## src/rtl/register_array_stabilizer_seq.sv

```systemverilog
// Stabilizer-matrix register array with a multi-step command sequencer and a cofactor LIFO.
// Optional macro STAB_ROW_PARITY_EN adds a registered per-row phase parity output.
module register_array_stabilizer_seq #(
    parameter int NUM_QUBIT  = 4,
    parameter int MAX_VECTOR = 2**NUM_QUBIT,
    parameter int LIT_W      = 2,
    parameter int COF_DEPTH  = 4,
    parameter int CNT_W      = $clog2(MAX_VECTOR) + 1
) (
    input  logic                         clk,
    input  logic                         rst_n,
    input  logic                         cmd_valid,
    output logic                         cmd_ready,
    input  logic [2:0]                   cmd_op,
    input  logic [CNT_W-1:0]             cmd_cnt,
    input  logic [NUM_QUBIT*LIT_W-1:0]   literals_in,
    input  logic [MAX_VECTOR-1:0]        phase_in,
    input  logic [NUM_QUBIT-1:0]         phase_right_in,
    output logic [NUM_QUBIT*LIT_W-1:0]   literals_out,
    output logic [MAX_VECTOR-1:0]        phase_out,
    output logic [NUM_QUBIT-1:0]         phase_left_out,
    output logic                         done,
    input  logic                         cof_push,
    input  logic                         cof_pop,
    input  logic [31:0]                  cof_pos_in,
    output logic [31:0]                  cof_top,
    output logic                         cof_empty,
    output logic                         cof_full,
    output logic                         cof_err
`ifdef STAB_ROW_PARITY_EN
    ,
    output logic [NUM_QUBIT-1:0]         row_parity
`endif
);

    localparam int ROW_W = NUM_QUBIT * LIT_W;
    localparam int SP_W  = $clog2(COF_DEPTH + 1);
    localparam int IDX_W = (COF_DEPTH > 1) ? $clog2(COF_DEPTH) : 1;

    localparam logic [2:0] OP_SHIFT_DOWN = 3'd1;
    localparam logic [2:0] OP_ROT_LIT    = 3'd2;
    localparam logic [2:0] OP_SHIFT_PH   = 3'd3;
    localparam logic [2:0] OP_ROT_ROW    = 3'd4;
    localparam logic [2:0] OP_CLEAR      = 3'd5;

    typedef enum logic [1:0] {ST_IDLE, ST_EXEC, ST_DONE} state_t;

    state_t           state_q;
    logic [2:0]       op_q;
    logic [CNT_W-1:0] rem_q;
    logic             done_q;
    logic             ready_q;
    logic             step_en;

    logic [ROW_W-1:0]      lit_q [NUM_QUBIT];
    logic [MAX_VECTOR-1:0] ph_q  [NUM_QUBIT];
    logic [ROW_W-1:0]      lit_d [NUM_QUBIT];
    logic [MAX_VECTOR-1:0] ph_d  [NUM_QUBIT];

    // Sequencer: only the multi-step ops honour cmd_cnt; everything else is a single step.
    always_ff @(posedge clk or negedge rst_n) begin
        if (!rst_n) begin
            state_q <= ST_IDLE;
            op_q    <= 3'd0;
            rem_q   <= '0;
            done_q  <= 1'b0;
            ready_q <= 1'b1;
        end else begin
            unique case (state_q)
                ST_IDLE: begin
                    done_q <= 1'b0;
                    if (cmd_valid && ready_q) begin
                        op_q    <= cmd_op;
                        rem_q   <= (cmd_op == OP_ROT_LIT || cmd_op == OP_SHIFT_PH ||
                                    cmd_op == OP_ROT_ROW) ? cmd_cnt : CNT_W'(1);
                        ready_q <= 1'b0;
                        state_q <= ST_EXEC;
                    end
                end
                ST_EXEC: begin
                    if (rem_q != '0)
                        rem_q <= rem_q - CNT_W'(1);
                    if (rem_q <= CNT_W'(1)) begin
                        state_q <= ST_DONE;
                        done_q  <= 1'b1;
                    end
                end
                ST_DONE: begin
                    done_q  <= 1'b0;
                    ready_q <= 1'b1;
                    state_q <= ST_IDLE;
                end
                default: begin
                    done_q  <= 1'b0;
                    ready_q <= 1'b1;
                    state_q <= ST_IDLE;
                end
            endcase
        end
    end

    assign step_en   = (state_q == ST_EXEC) && (rem_q != '0);
    assign cmd_ready = ready_q;
    assign done      = done_q;

    genvar gi;
    generate
        for (gi = 0; gi < NUM_QUBIT; gi++) begin : g_row
            // Row above this one; row 0 wraps to the bottom row for ROT_ROW.
            localparam int PREV = (gi == 0) ? NUM_QUBIT - 1 : gi - 1;
            logic [ROW_W-1:0]      down_lit;
            logic [MAX_VECTOR-1:0] down_ph;
            logic [ROW_W-1:0]      row_lit;
            logic [MAX_VECTOR-1:0] row_ph;

            if (gi == 0) begin : g_first
                assign down_lit = literals_in;
                assign down_ph  = phase_in;
            end else begin : g_rest
                assign down_lit = lit_q[PREV];
                assign down_ph  = ph_q[PREV];
            end

            always_comb begin
                row_lit = lit_q[gi];
                row_ph  = ph_q[gi];
                if (step_en) begin
                    unique case (op_q)
                        OP_SHIFT_DOWN: begin
                            row_lit = down_lit;
                            row_ph  = down_ph;
                        end
                        OP_ROT_LIT:  row_lit = {lit_q[gi][LIT_W-1:0], lit_q[gi][ROW_W-1:LIT_W]};
                        OP_SHIFT_PH: row_ph  = {phase_right_in[gi], ph_q[gi][MAX_VECTOR-1:1]};
                        OP_ROT_ROW: begin
                            row_lit = lit_q[PREV];
                            row_ph  = ph_q[PREV];
                        end
                        OP_CLEAR: begin
                            row_lit = '0;
                            row_ph  = '0;
                        end
                        default: ;
                    endcase
                end
            end

            assign lit_d[gi]          = row_lit;
            assign ph_d[gi]           = row_ph;
            assign phase_left_out[gi] = ph_q[gi][0];
        end
    endgenerate

    always_ff @(posedge clk or negedge rst_n) begin
        if (!rst_n) begin
            for (int r = 0; r < NUM_QUBIT; r++) begin
                lit_q[r] <= '0;
                ph_q[r]  <= '0;
            end
        end else begin
            for (int r = 0; r < NUM_QUBIT; r++) begin
                lit_q[r] <= lit_d[r];
                ph_q[r]  <= ph_d[r];
            end
        end
    end

    assign literals_out = lit_q[NUM_QUBIT-1];
    assign phase_out    = ph_q[NUM_QUBIT-1];

    // Cofactor stack: free-running, independent of the sequencer.
    logic [31:0]     stk_q [COF_DEPTH];
    logic [SP_W-1:0] sp_q;
    logic            err_q;
    logic [IDX_W-1:0] top_idx;
    logic [IDX_W-1:0] push_idx;

    assign top_idx   = IDX_W'(sp_q - SP_W'(1));
    assign push_idx  = IDX_W'(sp_q);
    assign cof_empty = (sp_q == '0);
    assign cof_full  = (sp_q == SP_W'(COF_DEPTH));
    assign cof_top   = cof_empty ? 32'd0 : stk_q[top_idx];
    assign cof_err   = err_q;

    always_ff @(posedge clk or negedge rst_n) begin
        if (!rst_n) begin
            for (int i = 0; i < COF_DEPTH; i++)
                stk_q[i] <= '0;
            sp_q  <= '0;
            err_q <= 1'b0;
        end else if (cof_push && cof_pop && !cof_empty) begin
            stk_q[top_idx] <= cof_pos_in;
        end else if (cof_push) begin
            if (cof_full) begin
                err_q <= 1'b1;
            end else begin
                stk_q[push_idx] <= cof_pos_in;
                sp_q            <= sp_q + SP_W'(1);
            end
        end else if (cof_pop) begin
            if (cof_empty)
                err_q <= 1'b1;
            else
                sp_q <= sp_q - SP_W'(1);
        end
    end

`ifdef STAB_ROW_PARITY_EN
    logic [NUM_QUBIT-1:0] parity_q;

    always_ff @(posedge clk or negedge rst_n) begin
        if (!rst_n) begin
            parity_q <= '0;
        end else begin
            for (int r = 0; r < NUM_QUBIT; r++)
                parity_q[r] <= ^ph_q[r];
        end
    end

    assign row_parity = parity_q;
`endif

endmodule

```

## config.mk

```make
export PLATFORM = sky130hd
export DESIGN_NAME = register_array_stabilizer_seq
export DESIGN_NICKNAME = d
export VERILOG_FILES = /design/src/rtl/register_array_stabilizer_seq.sv
export SDC_FILE = /design/constraint.sdc
export NUM_CORES = 1
export LEC_CHECK = 0
export BUFFER_PORTS_ARGS = -buffer_cell sky130_fd_sc_hd__buf_4
export CAP_MARGIN = 20
export CORE_ASPECT_RATIO = 1.75
export CORE_MARGIN = 2
export CORE_UTILIZATION = 35
export CTS_BUF_LIST = sky130_fd_sc_hd__clkbuf_16
export DETAILED_ROUTE_END_ITERATION = 10
export PLACE_DENSITY_LB_ADDON = 0.3
export SYNTH_ARGS = -nofsm -noshare
export SYNTH_HDL_FRONTEND = slang
export SYNTH_SLANG_ARGS = --single-unit
```

## constraint.sdc

```tcl
create_clock -name clk -period 6.3 [get_ports clk]
set_input_delay 0.945 -clock clk [delete_from_list [all_inputs] [get_ports clk]]
set_output_delay 0.945 -clock clk [all_outputs]
set_load 0.05 [all_outputs]
```

# After elaboration in Yosys (flattened, before gate mapping)
# Cells that the tools add are included.
# totals
elab_cells	120
in_bits	73
regBits	240
# classes
muxes	40
reduce_logical	32
n_addsub	3
n_lt_le_gt_ge	5
n_eq_ne	17
bitwise	4
# op_table
cell	n
128-bit 2-to-1 mux	3
128-bit bitwise mux	2
32-bit 2-to-1 mux	5
16-bit case mux with 3 select lines	3
32-bit demux with 2-bit select	2
8-bit case mux with 3 select lines	3
32-bit binary-select mux with 2-bit select	1
16-bit case mux with 4 select lines	1
8-bit case mux with 4 select lines	1
2-bit AND reduction	8
5-bit 2-to-1 mux	3
3-bit by 2-bit equality test with 1-bit output (second input constant)	4
3-bit equality test (second input constant)	4
3-bit 2-to-1 mux	4
2-bit != test (second input constant)	5
5-bit case mux with 2 select lines	1
4-bit AND reduction	2
2-bit nonzero test	4
4-bit nonzero test	2
1-bit 2-to-1 mux	7
3-bit >= comparator (second input constant)	2
1-bit logical AND	6
3-bit by 1-bit less-than comparator with 1-bit output (second input constant)	2
2-bit inverter with 3-bit output	2
19 further kinds	24

# Logic depth before layout (Yosys ltp)
# logic_depth
ltp_word	9
ltp_mapped	10
depth_no_buf	6

# Least setup slack after synthesis
# No wires, ideal clock.
# synth_timing
path_type	reg-to-output
start	reg sp_q[0]
end	out cof_top[10]
path_slack_ns	2.393
stages_incl_launch_ff	9
t_arrival_ns	2.962
path_cell_list	dfrtp_1 > clkbuf_1 > buf_2 > inv_1 > ha_1 > clkbuf_1 > clkbuf_1 > mux4_2 > nor2b_1
# synth_between
elab_chain_cells	6
word_cells_on_any_way	7
cone_classes	1 x add/sub; 4 x mux; 1 x bitwise; 1 x reduce/logical
# synth_lines
item	line_no	text
start: declaration	173	logic [SP_W-1:0] sp_q;
start signal: assignment	198	sp_q <= sp_q + SP_W'(1);
start signal: assignment	204	sp_q <= sp_q - SP_W'(1);
3-bit by 1-bit subtractor with 3-bit output	n/a	
via top_idx[0]	175	logic [IDX_W-1:0] top_idx;
2-bit inverter with 3-bit output (not written as such)	182	assign cof_top = cof_empty ? 32'd0 : stk_q[top_idx];
32-bit binary-select mux with 2-bit select	182	
32-bit 2-to-1 mux (not written as such) (2 in a row)	182	
32-bit 2-to-1 mux	182	
end: declaration	26	output logic [31:0] cof_top,
# The timed path passes the listed nets, and every way through them passes these cells. The select of a mux whose other input is x is not followed.

# Worst setup path in the final report
# layout_timing
start	reg sp_q[0]
end	out cof_top[26]
# Same word-level chain as after synthesis.

==> out/results.ini <==
[status]
outcome = completed

[flow_run]
cap_violations = 0

[worst_setup_path]
rr_worst_depth = 8
cp_top_family = buffers and inverters
worstReg2RegEnd = stk_q[63]
cpMaxStageDelayCell = buf_4
cp_num_buf_inv = 4
worst_ep_required_time_ns = 5.35
critPathMaxFanout = 35
arrival_ns = 3.34
path_cells = buf_4 -> inv_1 -> ha_1 -> buf_4 -> mux4_2 -> nor2b_1 -> buf_4
critPathMaxStageDelay_ns = 0.54
r2r_start = sp_q[0]
path_class = register to primary output
crit_top_cell = buf_4
regToRegSetupSlack_ns = 2.78
startpoint_type = register
crit_path_end_kind = primary output

[clock_tree]
ctsHoldBuffers = 0
htree_levels = 1
cts_resized = 0
cts.sinks = 240
clock_latency_ns = 0.53
tritoncts = yes
clock-root-buffer = clkbuf_16
cts_buffer_depth = 3
cts_made_buffers = 25
path_clk_slew_ns = 0.07
post_cts_buffers = 0

[drt]
wl_per_cell_um = 19.1
drc = 0
ant_nets = 0
via_count = 8607
dr.pass1.iters = 6
drtIter0Drc = 664
drt_wl_total_mm = 29.8
vias_per_cell = 5.51

[floorplan]
row_count = 89
dieArea_sq_um = 35400
start_util_pct = 35.3
die_h_um = 247
die_w_um = 143
ioPinCount = 138
core_sq_um = 33500

[cells_and_area]
nFillCells = 3202
final_cell_mix = 237 x dfrtp_1, 153 x buf_4, 126 x mux2_2
final_nets = 1170
num_antenna_cells = 0
regArea_sq_um = 6010
post_route_cells_drive_above_1_share_pct = 32.9
area_delta_synth_final_pct = 18.3
layout_commonest_cell = dfrtp_1
multi_input_area_sq_um = 5450

[synth]
synth.area.top_cells = dfrtp_1 51%, mux2_2 12%, mux4_2 6.1%
synth_top_cell_by_area = dfrtp_1
synth_edf_count = 0
synth_top_flop_cell = dfrtp_1
syn-cell-area_sq_um = 11800
ys_types = 48
synthCells = 999
yosysWarnings = 0
seq_area_frac_synth_pct = 50.8
synth_nets = 1079
ys_seq_elements = 240
yosys.area.top_type_share_pct = 50.5
synthArstFlopShare_pct = 100
syn_avg_cell_area_sq_um = 11.8

[timing]
worst_pin_slew_ns = 1.04
fmax_mhz = 233
post-route-min-period_ns = 4.28
fin_skew_ns = 0.0144
slew_viol_final = 0
slew_headroom_pct = 30.3
setup_tns_ns = 0
setup_viol = 0
hold_violations = 0
period_share_pct = 68.0
rsz0062_at_grt = no

[worst_hold_path]
hold_path_class = primary input to asynchronous set/reset pin

[global_routing]
antenna_found_initial = 0
grt_overflow = 0
grt_pass1_wl_mm = 48.2
grt_usage_pct = 16.9
grt_max_degree = 127
grt_pass1_vias = 8728

[placed_design]
dp_hpwl_mm = 19.2
portBuffers = 137
gp_congestion = 0.756

[worst register-to-register path, cell delays in order, from the launching register on]
cell     delay [ns]
dfrtp_2        0.34
buf_4          0.54
inv_1          0.23
ha_1           0.40
nor2b_2        0.22
a32o_1         0.24
o21ai_2        0.56
buf_4          0.47
mux2_2         0.40
[worst max-delay path by stage]
| stage | start | endpoint | slack, ns | cells past startpoint |
|---|---|---|---|---|
| floorplan | sp_q[0] | cof_top[10] | 2.39 | 8 |
| global placement | sp_q[0] | cof_top[20] | 2.53 | 7 |
| detailed placement | sp_q[0] | cof_top[20] | 2.48 | 7 |
| CTS | sp_q[0] | cof_top[20] | 1.90 | 7 |
| global route | sp_q[0] | cof_top[20] | 1.72 | 7 |
| finish | sp_q[0] | cof_top[26] | 2.02 | 7 |
[metrics by stage]
stage	cell area, sq um	util, %	setup WS (ns)	std cells	hold slack [ns]
CTS	14000	41.8	1.90	1563	0.473
finish	14000	41.8	2.02	1563	0.467
detailed placement	13200	39.5	2.48	1518	0.458
global route	14000	41.8	1.72	1563	0.484
global placement	13200	39.5	2.53	1518	0.452
floorplan	11800	-	2.39	999	0.459
[cell families (layout without fill, tap and decap cells)]
family / count (synthesis) / after routing / synth area share, %
AO/OA/AOI/OAI: 282 / 282 / 18.0
XOR/XNOR: 3 / 3 / 0.222
adder cells (fa/ha/maj): 7 / 7 / 0.740
buffers and inverters: 100 / 209 / 3.71
flip-flops: 240 / 240 / 50.8
multiplexers: 166 / 166 / 18.8
AND/OR/NAND/NOR: 201 / 201 / 7.78
[layout make-up]
class	instances	area share (%)
Sequential cell	240	42.9
Clock inverter	20	0.876
Timing Repair Buffer	155	8.46
Clock buffer	25	4.47
Tap cell	455	4.07
Multi-Input combinational cell	659	39.0
Inverter	9	0.241
[routing by layer]
metal | vias up | part of all wire, % | GRT usage, %
li1 | 3953 | - | -
met1 | 4358 | 40 | 20.6
met2 | 253 | 53 | 30.8
met3 | 43 | 5.0 | 2.40
met4 | 0 | 2.1 | 4.72
met5 | - | 0 | 0
[registers in the layout, indices dropped and copies added (netlist names), 2 cells and up]
register        flops
state_q             2
sp_q                3
op_q                3
g_row.down_lit     24
literals_out        8
phase_out          16
stk_q             128
g_row.down_ph      48
rem_q               5
[synth_stat cells (2+ instances only)]
library cell  instances
dfrtp_1             239
o21ai_2               2
nand2b_1              4
buf_2                36
o21ai_0              39
nor2_1              111
clkbuf_1             48
nand2_1              34
a22oi_1              41
mux2_2              126
o21ai_1               2
o211ai_1              9
buf_1                 2
a22o_1               44
inv_1                 8
mux2i_1               5
o22ai_1               3
a21oi_1              43
nor3_1                5
a222oi_1             33
o22a_1                9
a221oi_1             35
mux2_1                3
nor2b_1              39
ha_1                  7
buf_4                 5
mux4_2               32
o21a_1               10
a32o_1                2
and2_1                3
xnor2_1               3
Power is left out: the tool's default activity adds up to more than one toggle a clock period on the data nets, which glitch-free logic cannot reach.
